[config.mk]
export PLATFORM = sky130hd
export DESIGN_NAME = rr_encoder_8_3
export DESIGN_NICKNAME = d
export VERILOG_FILES = /design/src/rtl/rr_encoder_8_3.sv
export SDC_FILE = /design/constraint.sdc
export NUM_CORES = 1
export LEC_CHECK = 0
export BUFFER_PORTS_ARGS = -buffer_cell sky130_fd_sc_hd__buf_2
export CORE_AREA = 2 2 83 85
export CTS_BUF_LIST = sky130_fd_sc_hd__clkbuf_4
export DETAILED_ROUTE_END_ITERATION = 7
export DIE_AREA = 0 0 85 87
export PLACE_DENSITY_LB_ADDON = 0.25
export SYNTH_ARGS = -nofsm -noshare
export SYNTH_HDL_FRONTEND = slang
export SYNTH_SLANG_ARGS = --single-unit
export TNS_END_PERCENT = 10
[constraint.sdc]
create_clock -name clk -period 6.9 [get_ports clk]
set_input_delay 0.69 -clock clk [delete_from_list [all_inputs] [get_ports clk]]
set_output_delay 0.69 -clock clk [all_outputs]
set_load 0.005 [all_outputs]
[src/rtl/rr_encoder_8_3.sv]
// Round-robin 8:3 priority encoder with a registered grant held until accepted.
// Latency: 1 cycle from req sampled in IDLE to grant_valid; at least 1 IDLE cycle after each handshake.
// Backpressure: the grant is held stable while out_ready=0; ptr advances only on grant_valid & out_ready.
//
// Ports:
//   clk          rising-edge clock for all state
//   rst          synchronous active-high reset (wins over handshake and new requests)
//   req          request vector, bit i = requester i pending
//   out_ready    consumer accepts the presented grant this cycle
//   grant_valid  a grant is presented
//   grant_idx    binary index of the granted requester (kept while idle)
//   grant_onehot one-hot form of grant_idx, zero while idle
//   ptr          round-robin scan start position (debug)
module rr_encoder_8_3 #(
   parameter int N = 8,
   parameter int W = 3
) (
   input  logic         clk,
   input  logic         rst,
   input  logic [N-1:0] req,
   input  logic         out_ready,
   output logic         grant_valid,
   output logic [W-1:0] grant_idx,
   output logic [N-1:0] grant_onehot,
   output logic [W-1:0] ptr
);

   typedef enum logic [0:0] {
      IDLE = 1'b0,
      HOLD = 1'b1
   } state_t;

   state_t         state_q;
   logic           grant_valid_q;
   logic [W-1:0]   grant_idx_q;
   logic [N-1:0]   grant_onehot_q;
   logic [W-1:0]   ptr_q;

   logic [W-1:0]   win_idx_d;
   logic [N-1:0]   win_onehot_d;
   logic [W-1:0]   ptr_d;
   logic           handshake;

   // Scan from the highest offset down so the lowest offset from ptr_q is the
   // last assignment and therefore wins. N is a power of two, so the W-bit add
   // wraps modulo N on its own.
   always_comb begin
      logic [W-1:0] cand;
      win_idx_d = '0;
      cand      = '0;
      for (int k = N - 1; k >= 0; k--) begin
         cand = ptr_q + W'(k);
         if (req[cand]) begin
            win_idx_d = cand;
         end
      end
   end

   assign win_onehot_d = {{(N-1){1'b0}}, 1'b1} << win_idx_d;
   assign ptr_d        = grant_idx_q + 1'b1;
   assign handshake    = grant_valid_q & out_ready;

   always_ff @(posedge clk) begin
      if (rst) begin
         state_q        <= IDLE;
         grant_valid_q  <= 1'b0;
         grant_idx_q    <= '0;
         grant_onehot_q <= '0;
         ptr_q          <= '0;
      end else begin
         case (state_q)
            IDLE: begin
               // With no requests, stay put and leave ptr alone.
               if (|req) begin
                  grant_idx_q    <= win_idx_d;
                  grant_onehot_q <= win_onehot_d;
                  grant_valid_q  <= 1'b1;
                  state_q        <= HOLD;
               end
            end
            HOLD: begin
               // Grant is frozen regardless of req until the consumer takes it.
               if (handshake) begin
                  ptr_q          <= ptr_d;
                  grant_valid_q  <= 1'b0;
                  grant_onehot_q <= '0;
                  state_q        <= IDLE;
               end
            end
            default: begin
               state_q        <= IDLE;
               grant_valid_q  <= 1'b0;
               grant_onehot_q <= '0;
            end
         endcase
      end
   end

   assign grant_valid  = grant_valid_q;
   assign grant_idx    = grant_idx_q;
   assign grant_onehot = grant_onehot_q;
   assign ptr          = ptr_q;

endmodule

=== Word level (Yosys, flattened, before mapping) ===
Index checks and enable logic that the tools add are counted.

* Flip-flop bits (word level): 16
* Output and inout port bits: 15
* Input port bits: 11

* Bitwise gates (word level): 2
* $add $sub $neg: 8
* Shifts and indexed selects: 1
* Muxes and demuxes: 33
* $lt $le $gt $ge: 8
* Reduce and logical (&&, ||, !) cells: 4
* Equality and inequality tests: 2

{| class="wikitable"
|+ Operator list
! kind !! number
|-
| $lt A3 B4 Y1 const B || 8
|-
| $bmux W1 S3 || 8
|-
| $mux W3 || 8
|-
| $mux W8 || 2
|-
| $pmux W8 S2 || 1
|-
| $add A3 B3 Y3 const B || 4
|-
| $mux W1 || 12
|-
| $reduce_or A8 Y1 || 1
|-
| $shl A1 B3 Y8 const A || 1
|-
| $add A3 B1 Y3 const B || 2
|-
| $add A3 B2 Y3 const B || 2
|-
| $reduce_and A2 Y1 || 3
|-
| $pmux W1 S2 || 2
|-
| $ne A2 B1 Y1 const B || 1
|-
| $ne A2 B2 Y1 const B || 1
|-
| $and A1 B1 Y1 || 1
|-
| $not A1 Y1 || 1
|}

=== Logic depth before layout (Yosys ltp) ===
* Word-level depth: 14
* Gate-level depth with buffers: 13

=== Least setup slack after synthesis ===
OpenSTA, ideal clock, no wires.

* Path kind: register -> register
* From: register ptr_q[1] (netlist: ptr[1])
* To: register grant_onehot_q[0] (netlist: grant_onehot[0])
* Data required time: 6.766 ns
* Setup slack: 3.897 ns
* Arrival time: 2.869 ns
* Library setup time: 0.134 ns
* Cell stages (with the launch flop): 14
* Buffers on the path: 4
* Cell sequence: dfxtp_1 -> buf_2 -> buf_2 -> inv_1 -> ha_1 -> buf_4 -> buf_6 -> mux2i_1 -> mux4_2 -> nand2b_1 -> o22ai_1 -> nor3b_1 -> o31ai_1 -> o31ai_1

* Cells in the longest elaborated chain, start to end: 14
* Elaborated cells on any way between the ends: 34
* Those cells by class: 7 x add/sub; 1 x shift; 26 x mux

{| class="wikitable"
|+ RTL lines
! element !! line !! text
|-
| start: declaration || 37 || <nowiki>logic [W-1:0] ptr_q;</nowiki>
|-
| start signal: assignment || 84 || <nowiki>ptr_q <= ptr_d;</nowiki>
|-
| $add A3 B3 Y3 || 52 || <nowiki>cand = ptr_q + W'(k);</nowiki>
|-
| $bmux W1 S3 || 53 || <nowiki>if (req[cand]) begin</nowiki>
|-
| $mux W1 (implied by the code) || 53 ||
|-
| $mux W3 (7 in a row) || 53 ||
|-
| $mux W3 * || 53 ||
|-
| $shl A1 B3 Y8 * || 59 || <nowiki>assign win_onehot_d = {{(N-1){1'b0}}, 1'b1} << win_idx_d;</nowiki>
|-
| $mux W8 * || 74 || <nowiki>if (|req) begin</nowiki>
|-
| $pmux W8 S2 * || 71 || <nowiki>case (state_q)</nowiki>
|-
| end signal: assignment || 76 || <nowiki>grant_onehot_q <= win_onehot_d;</nowiki>
|-
| end: declaration || 36 || <nowiki>logic [N-1:0] grant_onehot_q;</nowiki>
|}

Every way passes the cells marked *; elsewhere a longest branch is shown, timed or not. The select of a mux whose other input is x is not followed.
A chain may end at the register's enable or synchronous reset.

=== Worst setup path in the final report ===
Same ends and word-level chain as after synthesis.

==> impl_metrics.csv <==
group,metric,value,unit
status,status,"completed",
clock_network,clk_latency,290,ps
setup_path,reg2reg_from,"ptr[1]",
sta,rsz0062_at_grt,"false",
yosys,synth_flop_cell,"dfxtp_1",
routing,drtAntennaViolNets,0,
grt,grt_overflow,0,
clock_network,cts_hold_buf,0,
setup_path,cp.required,7060,ps
cells_and_area,num-nets-final,207,
clock_network,cts_sinks,16,
worst_hold_path,hold_path.class,"flop to flop",
floorplan,die_h,87,µm
yosys,synthTopCellsByCount,"nor2_1, dfxtp_1, nand2_1",
yosys,synthCells,171,
routing,drt-total-wl,4.00,mm
yosys,ys_seq_area_share,20.4,%
setup_path,arrival,3510,ps
floorplan,coreArea,0.00657,mm²
sta,tightest_slew,922,ps
setup_path,path_max_fanout,20,
sta,whs,456,ps
cells_and_area,nFillCells,691,
floorplan,top_level_ports,26,
grt,met3_usage,2.27,%
yosys,syn_area_per_cell,9.18,µm²
clock_network,numCtsBuffers,3,
place,dp_hpwl,3.09,mm
sta,finClkSkew,1.04,ps
sta,hold_viol,0,
sta,period_needed,3340,ps
routing,drc,0,
power_and_ir_drop,leakage,0.638,nW
yosys,syn_area,0.00157,mm²
grt,grt_max_degree,25,
clock_network,path_clk_slew,100,ps
setup_path,startpoint,"ptr[1]",
run,cap_violations,0,
place,port_buffers,25,
power_and_ir_drop,p_per_area,146,mW/mm²
routing,wire_per_inst,14.7,µm
routing,vias_per_cell,5.11,
floorplan,start_util,23.9,%
yosys,ys_top_cells_by_area,"dfxtp_1, mux4_2, mux2i_1, o31ai_1, nor2_1",
sta,fin_setup_tns,0,ps
cells_and_area,area_growth,12.9,%
setup_path,critPathKind,"flop to flop",
clock_network,clockRootBuffer,"clkbuf_4",
floorplan,fp.dieW,85,µm
clock_network,post-cts-setup-buffers,0,
setup_path,worst_setup_path_end_kind,"flop",
yosys,ys_ff_latch,16,
place,gp_congestion,0.803,
cells_and_area,final-seq-area,320,µm²
yosys,async_flop_share,0,%
floorplan,fp-row-count,30,
grt,busiest_layer,"met2",
floorplan,fp.dieArea,0.00740,mm²
yosys,synthDistinctLibCells,54,
cells_and_area,diodes,0,
grt,antenna_found_initial,0,
yosys,synth_nets,185,
routing,first_pass_iters,5,
grt,grt_pass1_vias,1398,
sta,slew_headroom,38.1,%
routing,route.vias.total,1390,
yosys,yosysMostFrequentCell,"nor2_1",
cells_and_area,multi_input_area,0.00116,mm²
grt,grt_use_met1,13.8,%
sta,finalSetupViolations,0,
sta,slew_violations,0,
sta,post-route-period-util,48.5,%
routing,drt-initial-drc-count,68,
cells_and_area,drive_gt1_share,27.1,%
clock_network,cts.repair.resized,0,
grt,gr-usage-all-layers,11.1,%
setup_path,critPathLaunchType,"flop",
grt,use_met2,19.9,%
yosys,synth-edff-count,0,
clock_network,cts_max_level,1,
grt,grt_pass1_wl,6.69,mm
yosys,ys.warnings.count,0,
worst_hold_path,holdCritStartpoint,"grant_onehot[6]",
power_and_ir_drop,peakVddDrop,0.0000754,V
yosys,synth_area_leader_cell,"dfxtp_1",
yosys,synth_top_area_share,20.4,%
sta,fmax,299,MHz
clock_network,cts_tree,"yes",
clock_network,clockBufferDepth,2,
## cells in the final DEF (no fill, tap or decap), drive strengths merged, types with 4 or more instances in the layout
master  synthesis  routed
a211oi          8       8
nor3            4       4
inv             6       6
mux2i          15      15
nor2           17      17
nand3           4       4
o31ai           9       9
xnor2           4       4
mux4           11      11
buf             9      27
dfxtp          16      16
nand2          16      16
a21oi           7       7
## sequential cells by signal, indices dropped and copies added (netlist names)
| register | flops |
|---|---|
| grant_idx | 3 |
| grant_onehot | 8 |
| state_q | 1 |
| ptr | 3 |
| grant_valid | 1 |
## cell families (layout without fill, tap and decap cells)
logic type / after synthesis / count (layout) / synth area share, %
xor+xnor: 4 / 4 / 3.43
simple gates: 55 / 55 / 17.0
fa+ha+maj: 3 / 3 / 2.39
mux: 29 / 29 / 27.8
compound gates: 48 / 48 / 23.5
flops: 16 / 16 / 20.4
buf+inv: 16 / 37 / 5.50
## worst paths after layout
| check | slack, ps | cells past startpoint | endpoint |
|---|---|---|---|
| worst max-delay path | 3560 | 10 | grant_onehot[0] |
| worst min-delay path | 460 | 2 | grant_onehot[6] |
| worst max register to register | 3560 | 10 | grant_onehot[0] |
| worst min register to register | 460 | 2 | grant_onehot[6] |
## power by group
group / switching [mW] / total (mW) / internal, mW
Clock: 0.0306 / 0.0516 / 0.0210
Combinational: 0.0571 / 0.102 / 0.0454
Sequential: 0.00586 / 0.104 / 0.0983
## cell type report
type                    count  share of cell area [%]
multi-input cells         139                    65.6
repair buffers             27                    7.91
clock inverters             1                   0.212
well taps                  80                    5.65
inverters                   6                    1.27
flip-flops and latches     16                    18.1
clock buffers               3                    1.27
## per-layer routing
metal | wire, µm | up-vias
li1 | - | 701
met1 | 1820 | 668
met2 | 2080 | 17
met3 | 73 | 4
met4 | 29 | 0
met5 | 0 | -
## critical path, cell delays in order (launching register included)
cell      delay (ps)
dfxtp_1          320
buf_4            270
inv_1            130
ha_1             690
mux2i_1          220
mux4_2           490
nand2b_1         170
o22ai_1          150
nor3b_1           90
o31ai_1          540
o31ai_1          140
## stage by stage
| step | total power, mW | cells | setup WS [ps] | utilization (%) | cell area [µm²] |
|---|---|---|---|---|---|
| floorplan | 0.181 | 171 | 3900 | - | 1570 |
| global placement | 0.210 | 268 | 3660 | 26.6 | 1750 |
| detailed placement | 0.208 | 268 | 3600 | 26.6 | 1750 |
| CTS | 0.260 | 272 | 3570 | 27.0 | 1770 |
| global route | 0.277 | 272 | 3260 | 27.0 | 1770 |
| finish | 0.258 | 272 | 3560 | 27.0 | 1770 |
(Power assumes the default switching activity.)
